### src/rtl/serial_adder_pkg.sv
// serial_adder_pkg: FSM state encoding and default operand width shared by the
// serial_adder block.
package serial_adder_pkg;

   localparam int SA_DEFAULT_WIDTH = 8;

   localparam logic [1:0] SA_IDLE = 2'd0;
   localparam logic [1:0] SA_RUN  = 2'd1;
   localparam logic [1:0] SA_DONE = 2'd2;

endpackage

### src/rtl/serial_fa_cell.sv
// serial_fa_cell: combinational one-bit full adder built from XOR/AND/OR gates.
// SA_GATE_DLY is the codebase gate-delay macro; it is empty unless a gate-level
// timing build defines it (for example as #1).
`ifndef SA_GATE_DLY
`define SA_GATE_DLY
`endif

module serial_fa_cell
   import serial_adder_pkg::*;
(
   input  logic a,
   input  logic b,
   input  logic cin,
   output logic sum,
   output logic cout
);

   logic axb;
   logic a_and_b;
   logic c_and_axb;

   assign `SA_GATE_DLY axb       = a ^ b;
   assign `SA_GATE_DLY sum       = axb ^ cin;
   assign `SA_GATE_DLY a_and_b   = a & b;
   assign `SA_GATE_DLY c_and_axb = cin & axb;
   assign `SA_GATE_DLY cout      = a_and_b | c_and_axb;

endmodule

### src/rtl/serial_adder.sv
// serial_adder: bit-serial adder computing {cout,sum} = a + b + cin, one bit per
// clock, LSB first, through a single full-adder cell.
// Optional feature: define SERIAL_ADDER_OVF_EN to add the signed-overflow output ovf.
// done is high during the DONE cycle, so it is sampled high at the (WIDTH+1)th
// rising edge after the accepting edge.
module serial_adder
   import serial_adder_pkg::*;
#(
   parameter int WIDTH = SA_DEFAULT_WIDTH
) (
   input  logic             clk,
   input  logic             rst,
   input  logic             start,
   input  logic [WIDTH-1:0] a,
   input  logic [WIDTH-1:0] b,
   input  logic             cin,
   output logic             ready,
   output logic [WIDTH-1:0] sum,
   output logic             cout,
   output logic             done
`ifdef SERIAL_ADDER_OVF_EN
   ,
   output logic             ovf
`endif
);

   localparam int               CNT_W    = (WIDTH > 1) ? $clog2(WIDTH) : 1;
   localparam logic [CNT_W-1:0] LAST_BIT = CNT_W'(WIDTH - 1);

   logic [1:0]       state_q, state_d;
   logic [WIDTH-1:0] a_sh_q, a_sh_d;
   logic [WIDTH-1:0] b_sh_q, b_sh_d;
   logic [WIDTH-1:0] sum_q, sum_d;
   logic             carry_q, carry_d;
   logic             cout_q, cout_d;
   logic [CNT_W-1:0] cnt_q, cnt_d;
`ifdef SERIAL_ADDER_OVF_EN
   logic             ovf_q, ovf_d;
`endif

   logic fa_sum;
   logic fa_cout;

   serial_fa_cell u_fa (
      .a    (a_sh_q[0]),
      .b    (b_sh_q[0]),
      .cin  (carry_q),
      .sum  (fa_sum),
      .cout (fa_cout)
   );

   assign ready = (state_q != SA_RUN);
   assign done  = (state_q == SA_DONE);
   assign sum   = sum_q;
   assign cout  = cout_q;
`ifdef SERIAL_ADDER_OVF_EN
   assign ovf   = ovf_q;
`endif

   // Next-state logic: load on an accepted start, one serial bit per RUN cycle.
   always_comb begin
      state_d = state_q;
      a_sh_d  = a_sh_q;
      b_sh_d  = b_sh_q;
      sum_d   = sum_q;
      carry_d = carry_q;
      cout_d  = cout_q;
      cnt_d   = cnt_q;
`ifdef SERIAL_ADDER_OVF_EN
      ovf_d   = ovf_q;
`endif
      case (state_q)
         SA_IDLE, SA_DONE: begin
            if (start) begin
               // Accepting edge: capture operands and clear the previous result.
               state_d = SA_RUN;
               a_sh_d  = a;
               b_sh_d  = b;
               carry_d = cin;
               cnt_d   = '0;
               sum_d   = '0;
               cout_d  = 1'b0;
`ifdef SERIAL_ADDER_OVF_EN
               ovf_d   = 1'b0;
`endif
            end else begin
               state_d = SA_IDLE;
            end
         end
         SA_RUN: begin
            // Sum bits enter at the MSB so bit 0 ends at sum[0] after WIDTH shifts.
            sum_d   = {fa_sum, sum_q[WIDTH-1:1]};
            carry_d = fa_cout;
            a_sh_d  = {1'b0, a_sh_q[WIDTH-1:1]};
            b_sh_d  = {1'b0, b_sh_q[WIDTH-1:1]};
            cnt_d   = cnt_q + CNT_W'(1);
            if (cnt_q == LAST_BIT) begin
               state_d = SA_DONE;
               cout_d  = fa_cout;
`ifdef SERIAL_ADDER_OVF_EN
               // carry_q is the carry into the MSB during the final bit.
               ovf_d   = carry_q ^ fa_cout;
`endif
            end
         end
         default: state_d = SA_IDLE;
      endcase
   end

   // State and datapath registers; reset clears everything and beats start.
   always_ff @(posedge clk) begin
      if (rst) begin
         state_q <= SA_IDLE;
         a_sh_q  <= '0;
         b_sh_q  <= '0;
         sum_q   <= '0;
         carry_q <= 1'b0;
         cout_q  <= 1'b0;
         cnt_q   <= '0;
`ifdef SERIAL_ADDER_OVF_EN
         ovf_q   <= 1'b0;
`endif
      end else begin
         state_q <= state_d;
         a_sh_q  <= a_sh_d;
         b_sh_q  <= b_sh_d;
         sum_q   <= sum_d;
         carry_q <= carry_d;
         cout_q  <= cout_d;
         cnt_q   <= cnt_d;
`ifdef SERIAL_ADDER_OVF_EN
         ovf_q   <= ovf_d;
`endif
      end
   end

endmodule
### config.mk
export PLATFORM = sky130hd
export DESIGN_NAME = serial_adder
export DESIGN_NICKNAME = d
export VERILOG_FILES = /design/src/rtl/serial_adder_pkg.sv /design/src/rtl/serial_fa_cell.sv /design/src/rtl/serial_adder.sv
export SDC_FILE = /design/constraint.sdc
export NUM_CORES = 1
export LEC_CHECK = 0
export ABC_AREA = 1
export CORE_ASPECT_RATIO = 1.25
export CORE_MARGIN = 5
export CORE_UTILIZATION = 50
export DETAILED_ROUTE_END_ITERATION = 8
export GPL_TIMING_DRIVEN = 0
export PLACE_DENSITY_LB_ADDON = 0.05
export SLEW_MARGIN = 25
export SYNTH_ARGS = -nofsm -noshare
export SYNTH_HDL_FRONTEND = slang
export SYNTH_SLANG_ARGS = --single-unit
### constraint.sdc
create_clock -name clk -period 1.8 [get_ports clk]
set_input_delay 0.18 -clock clk [delete_from_list [all_inputs] [get_ports clk]]
set_output_delay 0.18 -clock clk [all_outputs]
set_load 0.03 [all_outputs]
==> impl_metrics.csv <==
group,metric,value,unit
status,status,"completed",
global_route,antenna_found_initial,0,
sta,min_period,1720,ps
floorplan,ios,31,
sta,period_share,95.5,%
clock_network,htreeDepth,2,
logic_synthesis,synth_top_area_share,42.9,%
clock_network,insertion_delay,320,ps
floorplan,die_h,70.2,µm
logic_synthesis,ys.warnings.count,0,
sta,timing.final.ws_setup,80.3,ps
layout,nNetsFinal,242,
setup_path,arrival,1540,ps
place,dp_hpwl,2200,µm
place,dp_cells,246,
clock_network,cts_setup_buffers,0,
floorplan,row_count,21,
detailed_routing,vias_per_cell,4.95,
detailed_routing,met1_length,1310,µm
logic_synthesis,netlist_top_cells_area,"dfxtp_1 43%, nand2_1 9.9%, nor2_1 5.4%, inv_1 5.2%, a21oi_2 4.8%",
pwr,p_leak,0.000726,µW
detailed_routing,wl_per_cell,11.7,µm
logic_synthesis,ys_top_cells_by_count,"38 x nand2_1, 31 x dfxtp_1, 21 x nor2_1",
global_route,first_global_vias,1258,
sta,clock_skew,6.47,ps
floorplan,die-area,4080,µm²
setup_path,criticalPathCategory,"flip-flop to primary output",
setup_path,cp_max_fo,10,
logic_synthesis,syn_inst,183,
sta,tightestPinTransition,514,ps
setup_path,endpoint_kind,"primary output",
logic_synthesis,avgSynthCellArea,7.91,µm²
global_route,grt_max_degree,11,
detailed_routing,top_layer_used,"met4",
place,routabilityCongestion,0.775,
pwr,vdd_drop_max,518,µV
clock_network,clock-root-buffer,"clkbuf_4",
logic_synthesis,synth_top_cell_by_area,"dfxtp_1",
detailed_routing,dr.pass1.iters,4,
sta,drv_slew,0,
global_route,overflow,0,
sta,setup_viol,0,
sta,rsz0062_at_grt,"no",
detailed_routing,route.detailed.drc,0,
setup_path,ff2ff_setup_slack,610,ps
clock_network,cts_hold_buf,0,
global_route,grt_pass1_wl,5220,µm
worst_hold_path,hp-class,"input port to flip-flop",
worst_hold_path,hold_end,"a_sh_q[7]",
clock_network,cts_buffer_depth,2,
clock_network,cts_tree,"built",
sta,hold_violations,0,
setup_path,start_kind,"flip-flop",
place,io_buffer_count,29,
run,maxCapViolCount,0,
logic_synthesis,synthesis.area,1450,µm²
sta,fmax,582,MHz
logic_synthesis,yosysMostFrequentCell,"nand2_1",
detailed_routing,vias,1247,
floorplan,initial_core_util,53.0,%
clock_network,clk_pin_slew,90,ps
sta,tns,0,ps
layout,diodes,0,
clock_network,cts_buffers,5,
logic_synthesis,ys_types,25,
detailed_routing,drtIter0Drc,29,
logic_synthesis,ys.flop_type,"dfxtp_1",
detailed_routing,wl_met2,1470,µm
setup_path,timing.rr.end,"sum[4]",
setup_path,cp.required,1620,ps
worst_hold_path,whs_path_depth,2,
layout,drive_above_1_share,16.5,%
setup_path,r2r_start,"state_q[0]",
global_route,grt.total_usage,16.2,%
layout,instances_no_fill,252,
pwr,power-per-cell-area,760,nW/µm²
detailed_routing,routed_wirelength,2960,µm
logic_synthesis,synth-seq-cells,31,
detailed_routing,met3_length,152,µm
detailed_routing,ant_nets,0,
pwr,p_total,1380,µW
setup_path,r2r_cells,8,
sta,slew_headroom,65.7,%
place,pre_cts_ws,243,ps
clock_network,cts_resized,1,
floorplan,die_w,58.1,µm
logic_synthesis,ys_seq_area_share,42.9,%
worst_hold_path,hp-start,"rst",
floorplan,core,2730,µm²
logic_synthesis,async_flop_share,0,%
layout,area_growth_syn_to_layout,25.8,%
logic_synthesis,synth_edf_count,0,
logic_synthesis,synthesis.nets,206,
clock_network,clock_sinks,31,
sequential cells by signal, indices dropped and copies added (netlist names):
name,cells
b_sh_q,8
carry_q,1
a_sh_q,8
cout,1
sum,8
state_q,2
cnt_q,3
report_power, final:
part / switching [µW] / internal (µW)
combinational: 155 / 130
clock: 210 / 139
sequential: 20.9 / 730
cells in the final DEF (no fill, tap or decap), drive strengths merged:
cell type	netlist	layout
inv	24	24
clkdlybuf4s50	0	28
fa	1	1
dfxtp	31	31
nand3	8	8
nand3b	6	6
dlygate4sd2	0	1
clkbuf	0	6
o21ai	4	4
buf	9	9
o22ai	1	1
ha	2	2
a21oi	19	19
nor2	21	21
o211ai	8	8
nand2	49	49
logic make-up after synthesis:
group                      after synthesis  share of synthesized area, %
DFF                                     31                          42.9
adders and majority gates                3                          3.11
buffers and inverters                   33                          11.8
and+or+nand+nor                         84                          27.6
AOI/OAI and AO/OA                       32                          14.6
area by class of cell:
| type | count | area, µm² |
|---|---|---|
| fillers | 255 | 912 |
| multi-input cells | 119 | 656 |
| flip-flops and latches | 31 | 621 |
| repair buffers | 29 | 289 |
| inverters | 24 | 100 |
| plain buffers | 9 | 71.3 |
| well taps | 34 | 42.5 |
| clock buffers | 6 | 41.3 |
stage by stage:
stage | utilization [%] | hold WS (ps) | cell area [µm²]
global placement | 65.2 | 446 | 1780
global route | 66.6 | 152 | 1820
floorplan | - | 327 | 1450
CTS | 66.6 | 159 | 1820
detailed placement | 65.2 | 451 | 1780
finish | 66.6 | 163 | 1820
worst max path at each step:
stage	start	end
2_1_floorplan	cnt_q[0]	cout
3_3_place_gp	state_q[0]	ready
3_5_place_dp	state_q[0]	ready
4_1_cts	state_q[0]	done
5_1_grt	state_q[0]	done
6_report	state_q[0]	done
critical path, cell delays in order (launching register included):
cell             delay [ps]
dfxtp_1                 320
buf_6                   140
nor2_1                  100
clkdlybuf4s50_1         670
routing by layer:
metal / up-vias / GRT usage (%)
met5: - / 0
met3: 4 / 6.81
met1: 567 / 17.8
met4: 0 / 5.41
met2: 29 / 27.6
li1: 647 / -
(Power assumes the default switching activity.)
